$ cat src/rtl/led_pwm_sequencer_pkg.sv
// Shared constants for the LED PWM sequencer: mode encoding, FSM states and
// default sizing.
package led_pwm_sequencer_pkg;
    localparam int DEF_NUM_LEDS = 4;
    localparam int DEF_PWM_BITS = 4;

    localparam logic [1:0] MODE_OFF     = 2'd0;
    localparam logic [1:0] MODE_BLINK   = 2'd1;
    localparam logic [1:0] MODE_CHASE   = 2'd2;
    localparam logic [1:0] MODE_BREATHE = 2'd3;

    typedef enum logic [2:0] {
        ST_IDLE,
        ST_BLINK,
        ST_CHASE,
        ST_BR_UP,
        ST_BR_DOWN
    } state_t;

    function automatic state_t entry_state(input logic [1:0] mode);
        case (mode)
            MODE_BLINK:   return ST_BLINK;
            MODE_CHASE:   return ST_CHASE;
            MODE_BREATHE: return ST_BR_UP;
            default:      return ST_IDLE;
        endcase
    endfunction
endpackage

$ cat src/rtl/led_pwm_sequencer_if.sv
// Control/status bundle between the upstream tick stage and the sequencer.
interface led_pwm_sequencer_if #(
    parameter int NUM_LEDS = led_pwm_sequencer_pkg::DEF_NUM_LEDS,
    parameter int PWM_BITS = led_pwm_sequencer_pkg::DEF_PWM_BITS
);
    localparam int STEP_W = $clog2(NUM_LEDS);

    logic                io_tick;
    logic                io_enable;
    logic [1:0]          io_mode;
    logic [NUM_LEDS-1:0] io_leds;
    logic [STEP_W-1:0]   io_step;
    logic [PWM_BITS-1:0] io_duty;

    modport master (output io_tick, io_enable, io_mode,
                    input  io_leds, io_step, io_duty);
    modport slave  (input  io_tick, io_enable, io_mode,
                    output io_leds, io_step, io_duty);
endinterface

$ cat src/rtl/led_pwm_sequencer_pwm_counter.sv
// Free-running PWM counter with a duty comparator; pwm_on is combinational
// and gets registered by the consumer.
module pwm_counter
    import led_pwm_sequencer_pkg::*;
#(
    parameter int PWM_BITS = DEF_PWM_BITS
) (
    input  logic                clock,
    input  logic                reset,
    input  logic [PWM_BITS-1:0] duty,
    output logic                pwm_on
);
    logic [PWM_BITS-1:0] r_cnt;

    always_ff @(posedge clock or posedge reset) begin
        if (reset) r_cnt <= '0;
        else       r_cnt <= r_cnt + PWM_BITS'(1);
    end

    assign pwm_on = (r_cnt < duty);
endmodule

$ cat src/rtl/led_pwm_sequencer.sv
// Pattern sequencer: OFF / BLINK / CHASE / BREATHE driven by upstream ticks,
// with registered LED, step and duty outputs.
module led_pwm_sequencer
    import led_pwm_sequencer_pkg::*;
#(
    parameter int NUM_LEDS = DEF_NUM_LEDS,
    parameter int PWM_BITS = DEF_PWM_BITS
) (
    input  logic                 clock,
    input  logic                 reset,
    led_pwm_sequencer_if.slave   bus
);
    localparam int                  STEP_W    = $clog2(NUM_LEDS);
    localparam logic [STEP_W-1:0]   STEP_LAST = STEP_W'(NUM_LEDS - 1);
    localparam logic [PWM_BITS-1:0] DUTY_MAX  = '1;

    state_t              r_state, w_state_nxt;
    logic [1:0]          r_mode_q;
    logic                r_phase, w_phase_nxt;
    logic [STEP_W-1:0]   r_step, w_step_nxt;
    logic [PWM_BITS-1:0] r_duty, w_duty_nxt;
    logic [NUM_LEDS-1:0] r_leds, w_leds_nxt;
    logic [STEP_W-1:0]   r_step_o;
    logic [PWM_BITS-1:0] r_duty_o;
    logic                w_pwm_on;
    logic                w_accept;

    pwm_counter #(.PWM_BITS(PWM_BITS)) u_pwm (
        .clock  (clock),
        .reset  (reset),
        .duty   (r_duty),
        .pwm_on (w_pwm_on)
    );

    assign w_accept = bus.io_tick & bus.io_enable;

    always_ff @(posedge clock or posedge reset) begin
        if (reset) begin
            r_state  <= ST_IDLE;
            r_mode_q <= MODE_OFF;
            r_phase  <= 1'b0;
            r_step   <= '0;
            r_duty   <= '0;
        end else begin
            r_state  <= w_state_nxt;
            r_mode_q <= bus.io_mode;
            r_phase  <= w_phase_nxt;
            r_step   <= w_step_nxt;
            r_duty   <= w_duty_nxt;
        end
    end

    // A mode change re-enters even while disabled so state never disagrees
    // with mode_q; it also swallows any coincident tick.
    always_comb begin
        w_state_nxt = r_state;
        w_phase_nxt = r_phase;
        w_step_nxt  = r_step;
        w_duty_nxt  = r_duty;
        if (bus.io_mode != r_mode_q) begin
            w_state_nxt = entry_state(bus.io_mode);
            w_phase_nxt = 1'b0;
            w_step_nxt  = '0;
            w_duty_nxt  = '0;
        end else if (w_accept) begin
            case (r_state)
                ST_BLINK: w_phase_nxt = ~r_phase;
                ST_CHASE: w_step_nxt  = (r_step == STEP_LAST) ? '0 : r_step + STEP_W'(1);
                ST_BR_UP: begin
                    if (r_duty == DUTY_MAX) w_state_nxt = ST_BR_DOWN;
                    else                    w_duty_nxt  = r_duty + PWM_BITS'(1);
                end
                ST_BR_DOWN: begin
                    if (r_duty == '0) w_state_nxt = ST_BR_UP;
                    else              w_duty_nxt  = r_duty - PWM_BITS'(1);
                end
                default: ;
            endcase
        end
    end

    always_comb begin
        w_leds_nxt = '0;
        if (bus.io_enable) begin
            case (r_state)
                ST_BLINK:              w_leds_nxt = {NUM_LEDS{r_phase}};
                ST_CHASE:              w_leds_nxt = NUM_LEDS'(1) << r_step;
                ST_BR_UP, ST_BR_DOWN:  w_leds_nxt = {NUM_LEDS{w_pwm_on}};
                default:               w_leds_nxt = '0;
            endcase
        end
    end

    always_ff @(posedge clock or posedge reset) begin
        if (reset) begin
            r_leds   <= '0;
            r_step_o <= '0;
            r_duty_o <= '0;
        end else begin
            r_leds   <= w_leds_nxt;
            r_step_o <= r_step;
            r_duty_o <= r_duty;
        end
    end

    assign bus.io_leds = r_leds;
    assign bus.io_step = r_step_o;
    assign bus.io_duty = r_duty_o;
endmodule

$ cat src/flat_wrapper.sv
// flat-port wrapper written by rule: the top's interface ports become plain ports
module led_pwm_sequencer_flat import led_pwm_sequencer_pkg::*;
#(
    parameter int NUM_LEDS = DEF_NUM_LEDS,
    parameter int PWM_BITS = DEF_PWM_BITS
)
  (clock, reset, bus_io_tick, bus_io_enable, bus_io_mode, bus_io_leds, bus_io_step, bus_io_duty);
  led_pwm_sequencer_if #(.NUM_LEDS(NUM_LEDS), .PWM_BITS(PWM_BITS)) bus_i ();
  input  logic clock;
  input  logic reset;
  input wire logic [$bits(bus_i.io_tick)-1:0] bus_io_tick;
  input wire logic [$bits(bus_i.io_enable)-1:0] bus_io_enable;
  input wire logic [$bits(bus_i.io_mode)-1:0] bus_io_mode;
  output wire logic [$bits(bus_i.io_leds)-1:0] bus_io_leds;
  output wire logic [$bits(bus_i.io_step)-1:0] bus_io_step;
  output wire logic [$bits(bus_i.io_duty)-1:0] bus_io_duty;
  assign bus_i.io_tick = bus_io_tick;
  assign bus_i.io_enable = bus_io_enable;
  assign bus_i.io_mode = bus_io_mode;
  assign bus_io_leds = bus_i.io_leds;
  assign bus_io_step = bus_i.io_step;
  assign bus_io_duty = bus_i.io_duty;
  led_pwm_sequencer #(.NUM_LEDS(NUM_LEDS), .PWM_BITS(PWM_BITS)) u_core (.clock(clock), .reset(reset), .bus(bus_i));
endmodule
$ cat config.mk
export PLATFORM = sky130hd
export DESIGN_NAME = led_pwm_sequencer_flat
export DESIGN_NICKNAME = d
export VERILOG_FILES = /design/src/rtl/led_pwm_sequencer_pkg.sv /design/src/rtl/led_pwm_sequencer_if.sv /design/src/rtl/led_pwm_sequencer_pwm_counter.sv /design/src/rtl/led_pwm_sequencer.sv /design/src/flat_wrapper.sv
export SDC_FILE = /design/constraint.sdc
export NUM_CORES = 1
export LEC_CHECK = 0
export ABC_AREA = 1
export BUFFER_PORTS_ARGS = -buffer_cell sky130_fd_sc_hd__buf_2
export CELL_PAD_IN_SITES_DETAIL_PLACEMENT = 1
export CELL_PAD_IN_SITES_GLOBAL_PLACEMENT = 1
export CORE_UTILIZATION = 42
export DETAILED_ROUTE_END_ITERATION = 8
export GPL_TIMING_DRIVEN = 0
export HOLD_SLACK_MARGIN = 0.15
export PLACE_DENSITY = 0.89
export SYNTH_ARGS = -nofsm -noshare
export SYNTH_HDL_FRONTEND = slang
export SYNTH_SLANG_ARGS = --single-unit
$ cat constraint.sdc
create_clock -name clock -period 1.97 [get_ports clock]
set_input_delay 0.394 -clock clock [delete_from_list [all_inputs] [get_ports clock]]
set_output_delay 0.394 -clock clock [all_outputs]
set_load 0.05 [all_outputs]
==> flow_summary.json, run 1 <==
{
  "cts.repair_timing.setup_buffer_count": 0,
  "grt_max_degree": 27,
  "syn-instance-count": 177,
  "syn2layout_area_growth_pct": 13.1,
  "initial_core_util_pct": 45.6,
  "number_of_cell_rows": 20,
  "report.final.hold_viol_count": 0,
  "clk_lat_worst_skew_ns": 0.32,
  "routedWlPerCell_um": 12.1,
  "synth_nets": 194,
  "antenna_found_initial": 0,
  "drtIter0Drc": 36,
  "die_x_um": 60.5,
  "type_of_the_worst_min_delay_path": "input pin to flop",
  "worstSetupPathType": "flop to flop",
  "worst_ir_drop_vdd_v": 0.000376,
  "cts_hold_buffers": 0,
  "timing.final.crit_share_pct": 90.6,
  "layout.core_utilization_pct": 51.6,
  "max_clock_freq_mhz": 560,
  "finish.net_count": 214,
  "static-leakage-power_uw": 0.000895,
  "synth-warning-count": 0,
  "setup_repair_after_global_routing_missed_its_margin": "false",
  "place.gp.congestion": 0.743,
  "r2r.worst_path.cells": 12,
  "cts_num_sinks": 26,
  "sw_frac_of_total_pct": 36.1,
  "drc": 0,
  "worst_ep_required_time_ns": 2.20,
  "reg2reg_from": "u_core.r_state[1]$_DFFE_PP0P_",
  "final_common_cell": "nand2_1",
  "share_of_the_yosys_chip_area_belonging_to_registers_pct": 45.3,
  "htree_levels": 1,
  "synth.area.top_cells": "dfrtp_1 (45%), nand2_1 (12%), ha_1 (8.7%), inv_1 (7.6%), nand3_1 (4.5%)",
  "timing.max_cap.violations": 0,
  "worst_ep_arrival_time_ns": 2.01,
  "critical_path_fanout_max": 7,
  "diodes": 0,
  "grt_pass1_vias": 1248,
  "power_frac_seq_pct": 45.3,
  "startpoint_type": "flop",
  "syn_area_sq_um": 1440,
  "synth_largest_area_cell": "dfrtp_1",
  "vias_per_cell": 4.83,
  "postSynthRegisterBits": 26,
  "number_of_buffers_created_by_cts": 3,
  "gr-usage-all-layers_pct": 18.9,
  "timing.final.setup_violations": 0,
  "cts.reportedPaths.clkPinSlew_ns": 0.14,
  "setup_total_negative_slack_ns": 0,
  "p_int_uw": 927,
  "finalWorstPathRequiredPeriod_ns": 1.78,
  "globalRouteOverflowTotal": 0,
  "overall_power_after_layout_uw": 1450,
  "total_switching_power_uw": 524,
  "worstSetupStartpoint": "u_core.r_state[1]$_DFFE_PP0P_",
  "power.density_nw_per_um2": 892,
  "detailedRoute.firstPassIterationCount": 4,
  "tritoncts_clock_tree": "built",
  "floorplan.die.height_um": 60.5,
  "cts.repair.resized": 0,
  "drt_antenna_net_count": 0,
  "wl_um": 2900,
  "slew_headroom_pct": 33.6,
  "r2r-end": "u_core.r_duty[3]$_DFFE_PP0P_",
  "max_slew.worst_pin.slew_ns": 0.995,
  "report.final.slew_viol_count": 0,
  "final.setup_skew_ns": 0.00750,
  "root_buffer": "clkbuf_4",
  "placeableCoreArea_sq_um": 3150,
  "layout_common_cells": "nand2_1 (46), inv_1 (28), dfrtp_1 (25)",
  "yosysUniqueCellTypes": 23,
  "clockPowerShare_pct": 24.9,
  "fraction_of_synthesized_cell_area_taken_by_the_top_area_cell_type_pct": 45.3,
  "final_layout_size_suffix_gt1_share_pct": 18.4,
  "routed-via-count": 1160,
  "floorplan.die_area_sq_um": 3660,
  "timing.critical_path.to_type": "flop",
  "post_synth.cell_area_avg_sq_um": 8.12,
  "top_level_ports": 16,
  "hpwlAfterDp_um": 2350,
  "reg2reg_setup_slack_ns": 0.19,
  "numPortBuffers": 15,
  "endpoint": "u_core.r_duty[3]$_DFFE_PP0P_",
  "buffer_levels_on_the_longest_clock_path": 2,
  "comb_power_share_pct": 29.7,
  "grt_pass1_wl_um": 5180,
  "run_status": "finished clean"
}
worst min path at each step:
stage / start / endpoint / slack [ns] / cells after the start
CTS: bus_io_mode[0] / u_core.r_mode_q[0]$_DFF_PP0_ / 0.22 / 1
global route: bus_io_mode[1] / u_core.r_mode_q[1]$_DFF_PP0_ / 0.20 / 1
floorplan: u_core.r_step[1]$_DFFE_PP0P_ / u_core.bus.io_step[1]$_DFF_PP0_ / 0.40 / 0
global placement: u_core.r_step[1]$_DFFE_PP0P_ / u_core.bus.io_step[1]$_DFF_PP0_ / 0.42 / 0
detailed placement: u_core.r_step[0]$_DFFE_PP0P_ / u_core.bus.io_step[0]$_DFF_PP0_ / 0.44 / 0
finish: bus_io_mode[1] / u_core.r_mode_q[1]$_DFF_PP0_ / 0.22 / 1
per-stage QoR:
step	std cells	worst slack [ns]	hold slack [ns]	instance area, sq um
floorplan	177	0.318	0.401	1440
global placement	236	0.109	0.422	1570
detailed placement	236	0.0276	0.437	1570
CTS	240	0.00128	0.216	1620
global route	240	0.0412	0.202	1630
finish	240	0.185	0.218	1630
power by group through the flow:
stage,combinational (uW),clock [uW],sequential [uW]
6_report,431,362,658
4_1_cts,437,371,656
3_3_place_gp,410,0,664
2_1_floorplan,241,0,750
3_5_place_dp,435,0,667
5_1_grt,489,390,671
state kept, by name, indices dropped and copies added (netlist names):
name,cells
u_core.r_step,2
u_core.r_mode_q,2
u_core.u_pwm.r_cnt,4
u_core.r_duty,4
u_core.bus.io_duty,4
u_core.bus.io_step,2
u_core.bus.io_leds,4
u_core.r_phase,1
u_core.r_state,3
kinds of logic (layout without fill, tap and decap cells):
family / count (synthesis) / after routing / share of synthesized area, %
DFF: 26 / 26 / 45.3
buffers and inverters: 31 / 50 / 8.62
xor gates and xnor gates: 3 / 3 / 1.83
and+or+nand+nor: 87 / 87 / 26.6
AOI/OAI and AO/OA: 19 / 19 / 7.57
adders and majority gates: 11 / 11 / 10.1
Yosys cell counts (all sizes together):
cell type / count
dfrtp: 26
buf: 1
nand2: 51
xnor2: 2
nand3: 15
nand4: 2
fa: 1
a21oi: 7
inv: 30
nor2: 19
a21boi: 1
ha: 10
xor2: 1
o21bai: 1
o21ai: 9
a31oi: 1
layout make-up:
type	count	area, sq um
plain buffers	1	11.3
multi-input cells	120	668
well taps	44	55.1
clock buffers	3	22.5
inverters	30	113
repair buffers	15	75.1
flip-flops and latches	26	652
fillers	415	1530
clock inverters	1	30.0
per-layer routing:
layer  vias up  track usage (%)  wire length, um  part of all wire, %
li1        585                -                -                    -
met1       558             21.4             1250                   43
met2        15             37.4             1550                   54
met3         2             2.56               76                  2.6
met4         0             3.90               13                 0.45
met5         -                0                0                    0
critical path, cell delays in order (launching register included):
cell     delay, ns
dfrtp_2       0.48
nor2_2        0.15
nand2_2       0.11
inv_2         0.13
ha_1          0.27
nand2_1       0.08
nand2_1       0.05
nor2_2        0.15
nand3_1       0.08
nand2_1       0.07
nor2_1        0.04
nand2_1       0.05
nand2_1       0.04
Power figures use the tool's default switching activity.
==> run 2: changes to the inputs <==
- CORE_UTILIZATION: 42 -> 38
- PLACE_DENSITY: 0.89 -> 0.85
- clock period: 1.97 -> 1.6 ns (I/O delays scaled with it)
==> run 2 against run 1 <==
- global-route usage down 0.82 points
- clock skew up 0.0032 ns
- hold slack worse by 0.033 ns
- worst setup slack worse by 0.17 ns
- sequential share of layout area down 2.8 points
- flip-flop and latch count unchanged
- cell count up 2.9%
- utilization down 1.0 points
- die area up 10%
- clock-buffer cell count unchanged
==> flow_summary.json, run 2 (synthesized netlist as in run 1, its figures left out) <==
{
  "run_status": "finished clean",
  "static-leakage-power_uw": 0.000939,
  "worstSetupStartpoint": "u_core.r_state[0]$_DFFE_PP0P_",
  "timing.final.setup_violations": 0,
  "worst_ep_arrival_time_ns": 1.75,
  "gr-usage-all-layers_pct": 18.1,
  "globalRouteOverflowTotal": 0,
  "setup_repair_after_global_routing_missed_its_margin": "true",
  "buffer_levels_on_the_longest_clock_path": 2,
  "report.final.hold_viol_count": 0,
  "drtIter0Drc": 64,
  "final.setup_skew_ns": 0.0107,
  "die_x_um": 63.5,
  "dpl.cell_count": 238,
  "seq_cell_area_sq_um": 653,
  "critical_path_fanout_max": 4,
  "tritoncts_clock_tree": "built",
  "routedWlPerCell_um": 13.6,
  "comb_power_share_pct": 32.8,
  "top_level_ports": 16,
  "cts_hold_buffers": 0,
  "multiInputGateArea_sq_um": 718,
  "r2r.worst_path.cells": 12,
  "place.gp.congestion": 0.721,
  "crit_chain": "nor2_4 > nand2_4 > inv_6 > ha_4 > nand2_2 > nor2_2 > nor2_2 > nand3_1 > nand2_1 > nor2_1 > nand2_1 > nand2_1",
  "routed-via-count": 1223,
  "drc": 0,
  "critical-path-slowest-cell": "dfrtp_1",
  "max_slew.worst_pin.slew_ns": 0.979,
  "numPortBuffers": 15,
  "max_clock_freq_mhz": 631,
  "startpoint_type": "flop",
  "timing.final.crit_share_pct": 99.0,
  "n_fill_cell": 437,
  "clk_lat_worst_skew_ns": 0.28,
  "hpwlAfterDp_um": 2330,
  "cts.reportedPaths.clkPinSlew_ns": 0.10,
  "grt_max_degree": 27,
  "worstSetupPathType": "flop to flop",
  "number_of_cell_rows": 21,
  "htree_levels": 1,
  "slew_headroom_pct": 34.7,
  "drt_antenna_net_count": 0,
  "worst_slack_ns": 0.0160,
  "report.final.slew_viol_count": 0,
  "finalWorstPathRequiredPeriod_ns": 1.58,
  "grt_pass1_wl_um": 5630,
  "root_buffer": "clkbuf_8",
  "detailed_place.area_sq_um": 1570,
  "critical_path.max_stage_delay_ns": 0.43,
  "floorplan.die.height_um": 63.5,
  "final_common_cell": "nand2_1",
  "layout_common_cells": "nand2_1 (45), inv_1 (28), dfrtp_1 (24)",
  "p_int_uw": 1300,
  "final_layout_size_suffix_gt1_share_pct": 23.4,
  "floorplan.die_area_sq_um": 4030,
  "placeableCoreArea_sq_um": 3470,
  "clockPowerShare_pct": 27.2,
  "reg2reg_from": "u_core.r_state[0]$_DFFE_PP0P_",
  "sw_frac_of_total_pct": 35.8,
  "dp_slack_ns": -0.214,
  "number_of_buffers_created_by_cts": 3,
  "detailedRoute.firstPassIterationCount": 5,
  "final_cells": 247,
  "grt_pass1_vias": 1242,
  "total_switching_power_uw": 723,
  "initial_core_util_pct": 41.5,
  "reg2reg_setup_slack_ns": 0.02,
  "diodes": 0,
  "worst_ir_drop_vdd_v": 0.000582,
  "vias_per_cell": 4.95,
  "antenna_found_initial": 0,
  "timing.max_cap.violations": 0,
  "endpoint": "u_core.r_duty[3]$_DFFE_PP0P_",
  "r2r-end": "u_core.r_duty[3]$_DFFE_PP0P_",
  "syn2layout_area_growth_pct": 22.0,
  "critPathMostFrequentCell": "nand2_1",
  "wl_um": 3350,
  "type_of_the_worst_min_delay_path": "input pin to flop",
  "finish.net_count": 219,
  "worst_ep_required_time_ns": 1.77,
  "power.density_nw_per_um2": 1150,
  "timing.critical_path.to_type": "flop",
  "stdcell_area_sq_um": 1750,
  "cts_num_sinks": 26,
  "power_frac_seq_pct": 39.9
}
-- run 2: cell types whose count changed in the layout (fill, tap and decap cells not counted), sizes merged --
cell,previous run,this run
buf,16,21
-- run 2: layout make-up --
| cell class | instances | share of cell area, % |
|---|---|---|
| tap | 46 | 3.28 |
| inverter | 30 | 6.70 |
| buffer | 1 | 0.642 |
| clock buffer | 3 | 2.35 |
| clock inverter | 1 | 1.71 |
| timing repair buffer | 20 | 7.13 |
| multi-input combinational | 120 | 40.9 |
| sequential | 26 | 37.2 |
-- run 2: power by group through the flow --
stage / combinational [uW] / sequential, uW / clock [uW]
final: 663 / 807 / 550
after detailed placement: 536 / 825 / 0
after global placement: 512 / 819 / 0
after global routing: 742 / 814 / 582
after CTS: 595 / 810 / 559
after floorplan: 299 / 926 / 0
-- run 2: metal layers --
layer / routed length, um / global-route usage [%]
met2: 1780 / 33.5
met1: 1450 / 21.5
met5: 0 / 0
met4: 27 / 2.56
met3: 94 / 3.80
-- run 2: metrics by stage --
step	hold WS (ns)	util, %	setup TNS (ns)	total power (uW)
after floorplan	0.351	-	0	1220
after global placement	0.429	45.3	-0.152	1330
after detailed placement	0.444	45.3	-0.214	1360
after CTS	0.187	48.7	0	1960
after global routing	0.183	50.6	-0.117	2140
final	0.185	50.6	0	2020
-- run 2: timing repair --
item / 4_1_cts / 5_1_grt
setup endpoints to repair: 3 / 8
pin swaps: 0 / 4
resized for setup: 5 / 8
buffers inserted: 3 / 2
-- run 2: critical path: cells and delay by family (launching register included) --
kind | cells | cell delay (ns)
simple gates | 10 | 0.76
buf+inv | 1 | 0.08
flops | 1 | 0.43
fa+ha+maj | 1 | 0.21
-- run 2: worst min-delay path by stage --
stage                                 start                               to  slack (ns)  cells past startpoint
5_1_grt                      bus_io_mode[1]     u_core.r_mode_q[1]$_DFF_PP0_        0.18                      1
4_1_cts                      bus_io_mode[1]     u_core.r_mode_q[1]$_DFF_PP0_        0.19                      1
3_5_place_dp   u_core.r_step[0]$_DFFE_PP0P_  u_core.bus.io_step[0]$_DFF_PP0_        0.44                      0
3_3_place_gp   u_core.r_step[1]$_DFFE_PP0P_  u_core.bus.io_step[1]$_DFF_PP0_        0.43                      0
6_report                     bus_io_mode[0]     u_core.r_mode_q[0]$_DFF_PP0_        0.19                      1
2_1_floorplan                bus_io_mode[0]     u_core.r_mode_q[0]$_DFF_PP0_        0.35                      0
